[config.mk]
export PLATFORM = sky130hd
export DESIGN_NAME = input_buffer
export DESIGN_NICKNAME = d
export VERILOG_FILES = /design/src/rtl/input_buffer.sv
export SDC_FILE = /design/constraint.sdc
export NUM_CORES = 1
export LEC_CHECK = 0
export CAP_MARGIN = 10
export CORE_AREA = 2 2 225 227
export DETAILED_ROUTE_END_ITERATION = 6
export DIE_AREA = 0 0 227 229
export PLACE_DENSITY = 0.69
export SLEW_MARGIN = 20
export SYNTH_ARGS = -nofsm -noshare
export SYNTH_HDL_FRONTEND = slang
export SYNTH_SLANG_ARGS = --single-unit
[constraint.sdc]
create_clock -name clk -period 1.9 [get_ports clk]
set_input_delay 0.38 -clock clk [delete_from_list [all_inputs] [get_ports clk]]
set_output_delay 0.38 -clock clk [all_outputs]
set_load 0.05 [all_outputs]
[src/rtl/input_buffer.sv]
// Host-side staging buffer: sixteen 32-bit words written by address, committed as one
// 512-bit block to the compression core and held stable until the core reports done.
//
// state | meaning
// FILL  | host writes accepted; commit with a full mask arms the block
// ARMED | block offered to the core (block_valid=1), waiting for core_ready
// RUN   | core owns the block; waiting for core_done
module input_buffer #(
  parameter bit CLEAR_ON_DONE = 1'b1
) (
  input  logic         clk,
  input  logic         rst_n,
  input  logic [3:0]   addr,
  input  logic [31:0]  in_var,
  input  logic         we,
  input  logic         commit,
  input  logic         core_ready,
  input  logic         core_done,
  output logic [511:0] block_out,
  output logic         block_valid,
  output logic         busy,
  output logic [15:0]  filled_mask,
  output logic         err
);

  typedef enum logic [1:0] {
    FILL  = 2'd0,
    ARMED = 2'd1,
    RUN   = 2'd2
  } state_t;

  state_t       state_q, state_d;
  logic [31:0]  words_q [16];
  logic [31:0]  words_d [16];
  logic [15:0]  mask_q, mask_d;
  logic         err_q, err_d;

  logic [15:0]  mask_wr;
  logic [15:0]  mask_merged;
  logic         commit_ok;

  // A write landing in the same cycle as commit counts toward the full mask.
  always_comb begin
    mask_wr     = we ? (16'h0001 << addr) : 16'h0000;
    mask_merged = mask_q | mask_wr;
    commit_ok   = commit && (mask_merged == 16'hFFFF);
  end

  always_ff @(posedge clk or negedge rst_n) begin
    if (!rst_n) begin
      state_q <= FILL;
    end else begin
      state_q <= state_d;
    end
  end

  always_comb begin
    state_d = state_q;
    case (state_q)
      FILL:    if (commit_ok) state_d = ARMED;
      ARMED:   if (core_ready) state_d = RUN;
      RUN:     if (core_done) state_d = FILL;
      default: state_d = FILL;
    endcase
  end

  always_comb begin
    block_valid = (state_q == ARMED);
    busy        = (state_q != FILL);
  end

  always_comb begin
    words_d = words_q;
    mask_d  = mask_q;
    err_d   = err_q;
    if (state_q == FILL) begin
      if (we) words_d[addr] = in_var;
      mask_d = mask_merged;
      if (commit) err_d = !commit_ok;
    end else begin
      if (we || commit) err_d = 1'b1;
      if ((state_q == RUN) && core_done) begin
        mask_d = 16'h0000;
        if (CLEAR_ON_DONE) begin
          for (int i = 0; i < 16; i++) words_d[i] = 32'h0;
        end
      end
    end
  end

  always_ff @(posedge clk or negedge rst_n) begin
    if (!rst_n) begin
      for (int i = 0; i < 16; i++) words_q[i] <= 32'h0;
      mask_q <= 16'h0000;
      err_q  <= 1'b0;
    end else begin
      words_q <= words_d;
      mask_q  <= mask_d;
      err_q   <= err_d;
    end
  end

  always_comb begin
    block_out = '0;
    for (int i = 0; i < 16; i++) block_out[511-32*i -: 32] = words_q[i];
  end

  assign filled_mask = mask_q;
  assign err         = err_q;

endmodule

==> impl_metrics.prom, run 1 <==
# TYPE chip_impl_metric gauge
chip_impl_info{name="outcome",value="complete, but fails checks"} 1
chip_impl_info{name="violations",value="negative setup slack"} 1
chip_impl_metric{name="synth_async_sr_flop_share",unit=""} 1.00
chip_impl_metric{name="critical_path.max_stage_delay",unit="ns"} 0.44
chip_impl_metric{name="power.share.sequential",unit=""} 0.344
chip_impl_metric{name="tightest_slew",unit="ns"} 0.554
chip_impl_metric{name="initialDrtViolationCount",unit=""} 1512
chip_impl_metric{name="design_area",unit="um^2"} 28400
chip_impl_metric{name="period_needed",unit="ns"} 2.02
chip_impl_metric{name="die_w",unit="um"} 227
chip_impl_metric{name="via_count_of_the_first_global_routing_pass",unit=""} 15900
chip_impl_metric{name="num-nets-final",unit=""} 2039
chip_impl_metric{name="globalplace.congestion",unit=""} 0.918
chip_impl_metric{name="maximum_net_fanout_on_the_critical_path",unit=""} 5
chip_impl_info{name="worst_setup_path_start_kind",value="flip-flop"} 1
chip_impl_metric{name="timing.slew.headroom",unit=""} 0.629
chip_impl_metric{name="grt_overflow",unit=""} 0
chip_impl_metric{name="synth-edff-count",unit=""} 0
chip_impl_info{name="ys.flop_type",value="sky130_fd_sc_hd__dfrtp_1"} 1
chip_impl_metric{name="critical_path_required",unit="ns"} 1.52
chip_impl_metric{name="first_pass_iters",unit=""} 7
chip_impl_metric{name="chipHeight",unit="um"} 229
chip_impl_metric{name="std_cell_rows",unit=""} 82
chip_impl_metric{name="maxCapViolations",unit=""} 0
chip_impl_metric{name="switching_power",unit="mW"} 21.0
chip_impl_metric{name="cell_internal_pwr",unit="mW"} 26.5
chip_impl_metric{name="grt.total_usage",unit=""} 0.281
chip_impl_metric{name="grt_first_pass_wirelength",unit="um"} 108000
chip_impl_info{name="cts_root_buffer",value="sky130_fd_sc_hd__clkbuf_16"} 1
chip_impl_metric{name="cts-htree-levels",unit=""} 2
chip_impl_metric{name="avgRoutedWirePerCell",unit="um"} 27.5
chip_impl_metric{name="core",unit="um^2"} 49700
chip_impl_info{name="r2r_start",value="state_q[1]"} 1
chip_impl_metric{name="via_count",unit=""} 15900
chip_impl_info{name="busiest_metal_layer_after_global_routing",value="met2"} 1
chip_impl_info{name="synth_area_leaders",value="sky130_fd_sc_hd__dfrtp_1 67%, sky130_fd_sc_hd__a22o_1 23%, sky130_fd_sc_hd__clkbuf_1 1.7%, sky130_fd_sc_hd__buf_2 1.5%, sky130_fd_sc_hd__buf_6 1.4%"} 1
chip_impl_metric{name="p_sw_frac",unit=""} 0.442
chip_impl_metric{name="dp.final_hpwl",unit="um"} 51400
chip_impl_metric{name="totalPowerFinal",unit="mW"} 47.6
chip_impl_metric{name="combPwrFrac",unit=""} 0.431
chip_impl_metric{name="cts_max_path_buffers",unit=""} 3
chip_impl_metric{name="peakVddDrop",unit="mV"} 1.04
chip_impl_metric{name="fmax",unit="MHz"} 496
chip_impl_info{name="timing.critical_path.to_type",value="output pin"} 1
chip_impl_metric{name="routed_wl",unit="um"} 74600
chip_impl_info{name="grt_setup_unrepaired",value="true"} 1
chip_impl_metric{name="use_met2",unit=""} 0.443
chip_impl_metric{name="grt_antenna_before_repair",unit=""} 2
chip_impl_metric{name="route.detailed.drc",unit=""} 0
chip_impl_info{name="most_common_cell_after_layout_fill_and_taps_aside",value="sky130_fd_sc_hd__dfrtp_1"} 1
chip_impl_metric{name="synth.yosys.seq_area_share",unit=""} 0.673
chip_impl_metric{name="timing.final.ws_setup",unit="ns"} -0.118
chip_impl_metric{name="synthToLayoutAreaGrowth",unit="%"} 43.7
chip_impl_info{name="netlist.top_cell.by_area",value="sky130_fd_sc_hd__dfrtp_1"} 1
chip_impl_metric{name="synth_nets",unit=""} 1414
chip_impl_info{name="critical_path.cell_chain",value="nor2_4 > clkinv_4 > buf_12 > buf_12"} 1
chip_impl_metric{name="starting_utilization_of_the_core_area",unit=""} 0.398
chip_impl_info{name="setup.worst_path.class",value="reg -> out"} 1
chip_impl_metric{name="clk_pin_slew_worst_paths",unit="ns"} 0.06
chip_impl_metric{name="instances_no_fill",unit=""} 2713
chip_impl_metric{name="port-buffer-count",unit=""} 572
chip_impl_metric{name="boundaryPins",unit=""} 573
chip_impl_metric{name="maximum_number_of_pins_on_one_net_before_global_route_repair",unit=""} 57
chip_impl_metric{name="timing_hold_violations_final",unit=""} 0
chip_impl_metric{name="postSynthCellCount",unit=""} 1372
chip_impl_metric{name="power_frac_clock",unit=""} 0.224
chip_impl_info{name="final_cell_mix",value="530 x sky130_fd_sc_hd__dfrtp_1, 517 x sky130_fd_sc_hd__a22o_1, 395 x sky130_fd_sc_hd__buf_4, 142 x sky130_fd_sc_hd__clkdlybuf4s15_1, 66 x sky130_fd_sc_hd__buf_12"} 1
chip_impl_metric{name="fin_worst_skew",unit="ns"} 0.0155
chip_impl_metric{name="drtAntennaViolNets",unit=""} 0
chip_impl_metric{name="final_max_slew_viol_count",unit=""} 0
chip_impl_metric{name="post-route-period-util",unit=""} 1.06
chip_impl_metric{name="detail_route.vias_per_cell",unit=""} 5.87
chip_impl_metric{name="r2r_worst_path_depth",unit=""} 5
chip_impl_info{name="holdCritPathClass",value="in -> async"} 1
chip_impl_metric{name="pwr_density_cell",unit="nW/um^2"} 1680
chip_impl_metric{name="synth_cell_types",unit=""} 41
chip_impl_metric{name="post_dp_cell_area",unit="um^2"} 26800
chip_impl_metric{name="gr-usage-met3",unit=""} 0.0675
chip_impl_metric{name="drive_gt1_frac",unit=""} 0.319
chip_impl_metric{name="final_core_utilization",unit=""} 0.572
chip_impl_metric{name="synth_top_area_frac",unit=""} 0.673
chip_impl_info{name="clock_tree_from_tritoncts",value="yes"} 1
chip_impl_metric{name="post_synth.cell_area_avg",unit="um^2"} 14.4
chip_impl_metric{name="clock_latency",unit="ns"} 0.60
chip_impl_info{name="worst_path_max_delay_cell",value="sky130_fd_sc_hd__dfrtp_2"} 1
chip_impl_info{name="crit_start",value="state_q[1]"} 1
chip_impl_metric{name="cts-buffers-inserted",unit=""} 53
chip_impl_metric{name="numPlacedInstances",unit=""} 2601
chip_impl_metric{name="mappedNetlistArea",unit="um^2"} 19800
chip_impl_metric{name="clock_sinks",unit=""} 531
chip_impl_info{name="timing.critical_path.mode_cell",value="sky130_fd_sc_hd__buf_12"} 1
chip_impl_metric{name="synth_seq_cells",unit=""} 531
chip_impl_metric{name="area_of_the_die",unit="um^2"} 52000
chip_impl_metric{name="grtUsageMet1",unit=""} 0.383
chip_impl_metric{name="p_leak",unit="nW"} 14.3
chip_impl_metric{name="worstPathArrival",unit="ns"} 1.64
chip_impl_metric{name="report.final.setup_viol",unit=""} 1
chip_impl_metric{name="synthesis.yosys.warnings",unit=""} 0
cells by family after synthesis:
logic type | count (synthesis) | synth area share
DFF | 531 | 0.673
AOI/OAI and AO/OA | 560 | 0.248
and+or+nand+nor | 99 | 0.0289
buffers and inverters | 180 | 0.0492
muxes | 2 | 0.00108
cells in the mapped netlist (all sizes together) (4+ instances only):
| cell type | instances |
|---|---|
| nand2b | 7 |
| a21oi | 15 |
| dfrtp | 531 |
| a22o | 517 |
| nand2 | 9 |
| o21ai | 18 |
| a31oi | 4 |
| nor2 | 24 |
| nor3 | 6 |
| buf | 91 |
| and3 | 33 |
| nand3 | 5 |
| clkbuf | 87 |
power groups by stage:
stage	Combinational [mW]	Clock (mW)	Sequential (mW)
global route	21.1	11.2	16.7
floorplan	3.27	0	26.4
CTS	20.6	10.8	16.3
detailed placement	21.4	0	16.4
global placement	21.1	0	16.4
finish	20.5	10.7	16.4
metal layers:
| layer | vias to the layer above | part of all wire |
|---|---|---|
| li1 | 6481 | - |
| met1 | 8285 | 0.40 |
| met2 | 991 | 0.47 |
| met3 | 156 | 0.098 |
| met4 | 2 | 0.035 |
| met5 | - | 0.00017 |
stage by stage:
step / setup WS, ns / hold WS [ns] / TNS, ns
5_1_grt: -0.146 / 0.312 / -0.240
3_3_place_gp: -0.440 / 0.331 / -181.09
6_report: -0.118 / 0.293 / -0.118
2_1_floorplan: 0.205 / 0.0844 / 0
4_1_cts: -0.234 / 0.303 / -0.241
3_5_place_dp: -0.452 / 0.339 / -183.31
state kept, by name, indices dropped and copies added, names as in the netlist:
| register | cells |
|---|---|
| filled_mask | 16 |
| state_q | 2 |
| err | 1 |
| block_out | 512 |
repair_timing:
action                     CTS  global route
cloned                       0             1
resized for setup          350           175
hold buffers                 1             0
buffers inserted             0            11
pin swaps                    0             4
hold endpoints to repair    26             0
setup endpoints to repair  301           215
final cells by class:
class / count / area [um^2]
fill: 4053 / 21300
clock inverter: 22 / 238
sequential: 531 / 13300
multi-input combinational: 662 / 5640
tap: 672 / 841
clock buffer: 75 / 1520
antenna: 2 / 5.00
inverter: 2 / 12.5
timing repair buffer: 747 / 6840
final timing paths:
path | slack, ns | end
max in group asynchronous | 0.75 | block_out[105]
setup reg to reg | 0.01 | block_out[319]
hold / removal | 0.29 | block_out[30]
setup / recovery | -0.12 | busy
min in group clk | 0.36 | state_q[1]
hold reg to reg | 0.49 | block_out[332]
critical path: cells and delay by family, from the launching register on:
| family | cells | cell delay [ns] |
|---|---|---|
| flip-flops | 1 | 0.44 |
| AND/OR/NAND/NOR | 1 | 0.19 |
| buffers and inverters | 3 | 0.39 |
No activity file was read; power rests on OpenSTA's default activity.
==> inputs of run 2 (changes only) <==
--- a/config.mk
+++ b/config.mk
@@ -6,10 +6,11 @@
 export NUM_CORES = 1
 export LEC_CHECK = 0
 export CAP_MARGIN = 10
-export CORE_AREA = 2 2 225 227
+export CELL_PAD_IN_SITES_DETAIL_PLACEMENT = 1
+export CELL_PAD_IN_SITES_GLOBAL_PLACEMENT = 1
+export CORE_UTILIZATION = 38
 export DETAILED_ROUTE_END_ITERATION = 6
-export DIE_AREA = 0 0 227 229
-export PLACE_DENSITY = 0.69
+export PLACE_DENSITY_LB_ADDON = 0.1
 export SLEW_MARGIN = 20
 export SYNTH_ARGS = -nofsm -noshare
 export SYNTH_HDL_FRONTEND = slang
==> impl_metrics.prom, run 2 (synthesis gave the netlist of run 1 again) <==
# TYPE chip_impl_metric gauge
chip_impl_metric{name="clock_sinks",unit=""} 531
chip_impl_metric{name="critical_path_required",unit="ns"} 1.52
chip_impl_metric{name="dp.final_hpwl",unit="um"} 56100
chip_impl_metric{name="timing_hold_violations_final",unit=""} 0
chip_impl_info{name="most_common_cell_after_layout_fill_and_taps_aside",value="sky130_fd_sc_hd__dfrtp_1"} 1
chip_impl_metric{name="globalplace.congestion",unit=""} 0.850
chip_impl_metric{name="std_cell_rows",unit=""} 83
chip_impl_metric{name="drive_gt1_frac",unit=""} 0.355
chip_impl_metric{name="clk_pin_slew_worst_paths",unit="ns"} 0.06
chip_impl_info{name="timing.critical_path.to_type",value="output pin"} 1
chip_impl_metric{name="flip_flop_count_of_the_largest_register_all_copies_and_words_added",unit=""} 512
chip_impl_metric{name="report.final.setup_viol",unit=""} 1
chip_impl_metric{name="peakVddDrop",unit="mV"} 0.809
chip_impl_metric{name="post-route-period-util",unit=""} 1.01
chip_impl_info{name="setup.worst_path.class",value="reg -> out"} 1
chip_impl_metric{name="setup_tns",unit="ns"} -0.0195
chip_impl_info{name="worst_setup_path_start_kind",value="flip-flop"} 1
chip_impl_metric{name="via_count_of_the_first_global_routing_pass",unit=""} 16600
chip_impl_info{name="clock_tree_from_tritoncts",value="yes"} 1
chip_impl_info{name="outcome",value="complete, but fails checks"} 1
chip_impl_metric{name="fmax",unit="MHz"} 521
chip_impl_metric{name="initialDrtViolationCount",unit=""} 1190
chip_impl_metric{name="route.detailed.drc",unit=""} 0
chip_impl_metric{name="grt_antenna_before_repair",unit=""} 10
chip_impl_metric{name="totalPowerFinal",unit="mW"} 48.3
chip_impl_metric{name="boundaryPins",unit=""} 573
chip_impl_metric{name="grt_first_pass_wirelength",unit="um"} 119000
chip_impl_metric{name="drtAntennaViolNets",unit=""} 0
chip_impl_metric{name="grt_overflow",unit=""} 0
chip_impl_info{name="cts_root_buffer",value="sky130_fd_sc_hd__clkbuf_16"} 1
chip_impl_metric{name="core",unit="um^2"} 51300
chip_impl_metric{name="synthToLayoutAreaGrowth",unit="%"} 44.6
chip_impl_metric{name="die_w",unit="um"} 230
chip_impl_metric{name="maximum_number_of_pins_on_one_net_before_global_route_repair",unit=""} 87
chip_impl_metric{name="port-buffer-count",unit=""} 572
chip_impl_metric{name="area_of_the_die",unit="um^2"} 52900
chip_impl_metric{name="maxCapViolations",unit=""} 0
chip_impl_metric{name="pwr_density_cell",unit="nW/um^2"} 1690
chip_impl_metric{name="cts_max_path_buffers",unit=""} 3
chip_impl_info{name="grt_setup_unrepaired",value="true"} 1
chip_impl_metric{name="dpl_worst_slack",unit="ns"} -0.353
chip_impl_metric{name="cts-buffers-inserted",unit=""} 55
chip_impl_info{name="final_cell_mix",value="530 x sky130_fd_sc_hd__dfrtp_1, 517 x sky130_fd_sc_hd__a22o_1, 489 x sky130_fd_sc_hd__buf_4, 88 x sky130_fd_sc_hd__clkdlybuf4s15_1, 76 x sky130_fd_sc_hd__buf_12"} 1
chip_impl_info{name="holdCritPathClass",value="in -> async"} 1
chip_impl_metric{name="starting_utilization_of_the_core_area",unit=""} 0.385
chip_impl_metric{name="p_leak",unit="nW"} 14.4
chip_impl_metric{name="worstPathArrival",unit="ns"} 1.54
chip_impl_metric{name="period_needed",unit="ns"} 1.92
chip_impl_metric{name="timing.slew.headroom",unit=""} 0.663
chip_impl_metric{name="fin_worst_skew",unit="ns"} 0.00724
chip_impl_metric{name="final_max_slew_viol_count",unit=""} 0
chip_impl_metric{name="routed_wl",unit="um"} 81400
chip_impl_metric{name="detail_route.vias_per_cell",unit=""} 5.76
chip_impl_metric{name="via_count",unit=""} 15700
chip_impl_metric{name="tightest_slew",unit="ns"} 0.508
chip_impl_metric{name="maximum_net_fanout_on_the_critical_path",unit=""} 5
chip_impl_metric{name="grt.total_usage",unit=""} 0.305
chip_impl_metric{name="chipHeight",unit="um"} 230
chip_impl_metric{name="num-nets-final",unit=""} 2053
chip_impl_metric{name="timing.final.ws_setup",unit="ns"} -0.0195
chip_impl_metric{name="clock_latency",unit="ns"} 0.60
chip_impl_metric{name="cts-htree-levels",unit=""} 2
chip_impl_info{name="violations",value="negative setup slack"} 1
chip_impl_metric{name="avgRoutedWirePerCell",unit="um"} 29.7
chip_impl_metric{name="first_pass_iters",unit=""} 5
==> run 2: cell count changes in the layout (fill, tap and decap cells not counted), sizes merged, moves of 2 or more <==
cell | previous run | this run
clkdlybuf4s15 | 150 | 102
clkinv | 13 | 8
clkinvlp | 3 | 1
buf | 462 | 566
diode | 2 | 8
dlygate4sd2 | 38 | 22
clkbuf | 131 | 107
==> run 2: per-stage QoR <==
| stage | instance area [um^2] | cells | hold slack (ns) | util |
|---|---|---|---|---|
| floorplan | 19800 | 1372 | 0.0844 | - |
| global placement | 26800 | 2619 | 0.229 | 0.522 |
| detailed placement | 26800 | 2619 | 0.230 | 0.522 |
| CTS | 28500 | 2713 | 0.193 | 0.555 |
| global route | 28600 | 2734 | 0.207 | 0.557 |
| finish | 28600 | 2735 | 0.211 | 0.557 |
==> run 2: layout make-up <==
class | count | area (um^2)
well taps | 680 | 851
clock inverters | 14 | 205
clock buffers | 79 | 1560
diodes | 8 | 20.0
repair inverters | 1 | 11.3
flip-flops and latches | 531 | 13300
multi-input cells | 661 | 5610
fillers | 5108 | 22700
repair buffers | 759 | 6990
inverters | 2 | 33.8
==> run 2: critical path, cell delays in order, from the launching register on <==
cell	delay [ns]
sky130_fd_sc_hd__dfrtp_2	0.44
sky130_fd_sc_hd__nor2_4	0.15
sky130_fd_sc_hd__buf_12	0.15
sky130_fd_sc_hd__clkinv_16	0.06
sky130_fd_sc_hd__buf_12	0.14
==> run 2: layer usage <==
layer  GRT usage  vias to the layer above  wire (um)
li1            -                     6490          -
met1       0.411                     8394      34400
met2       0.478                      695      37700
met3      0.0790                      157       6290
met4       0.107                        6       2910
met5           0                        -         45
==> run 2: report_power, final <==
part / leakage, nW / switching [mW] / internal (mW) / total (mW)
logic: 6.84 / 14.7 / 6.34 / 21.0
registers: 6.70 / 2.18 / 14.3 / 16.5
clock network: 0.863 / 4.52 / 6.32 / 10.8
==> run 2: worst paths after layout <==
check                      cells after the start        endpoint           start  slack [ns]
hold / removal                                 2  block_out[359]           rst_n        0.21
hold reg to reg                                1  block_out[327]  block_out[327]        0.49
setup / recovery                               4            busy      state_q[1]       -0.02
setup reg to reg                               8  block_out[234]      state_q[1]        0.17
min in group clk                               2      state_q[0]      core_ready        0.38
max in group asynchronous                      4  block_out[173]           rst_n        0.87
==> run 2: repair_timing <==
item	CTS	global route
pin swaps	0	1
cloned	0	1
endpoints found under the hold margin	146	0
setup buffers	0	13
setup endpoints to repair	154	77
hold buffers	1	0
resized for setup	253	81
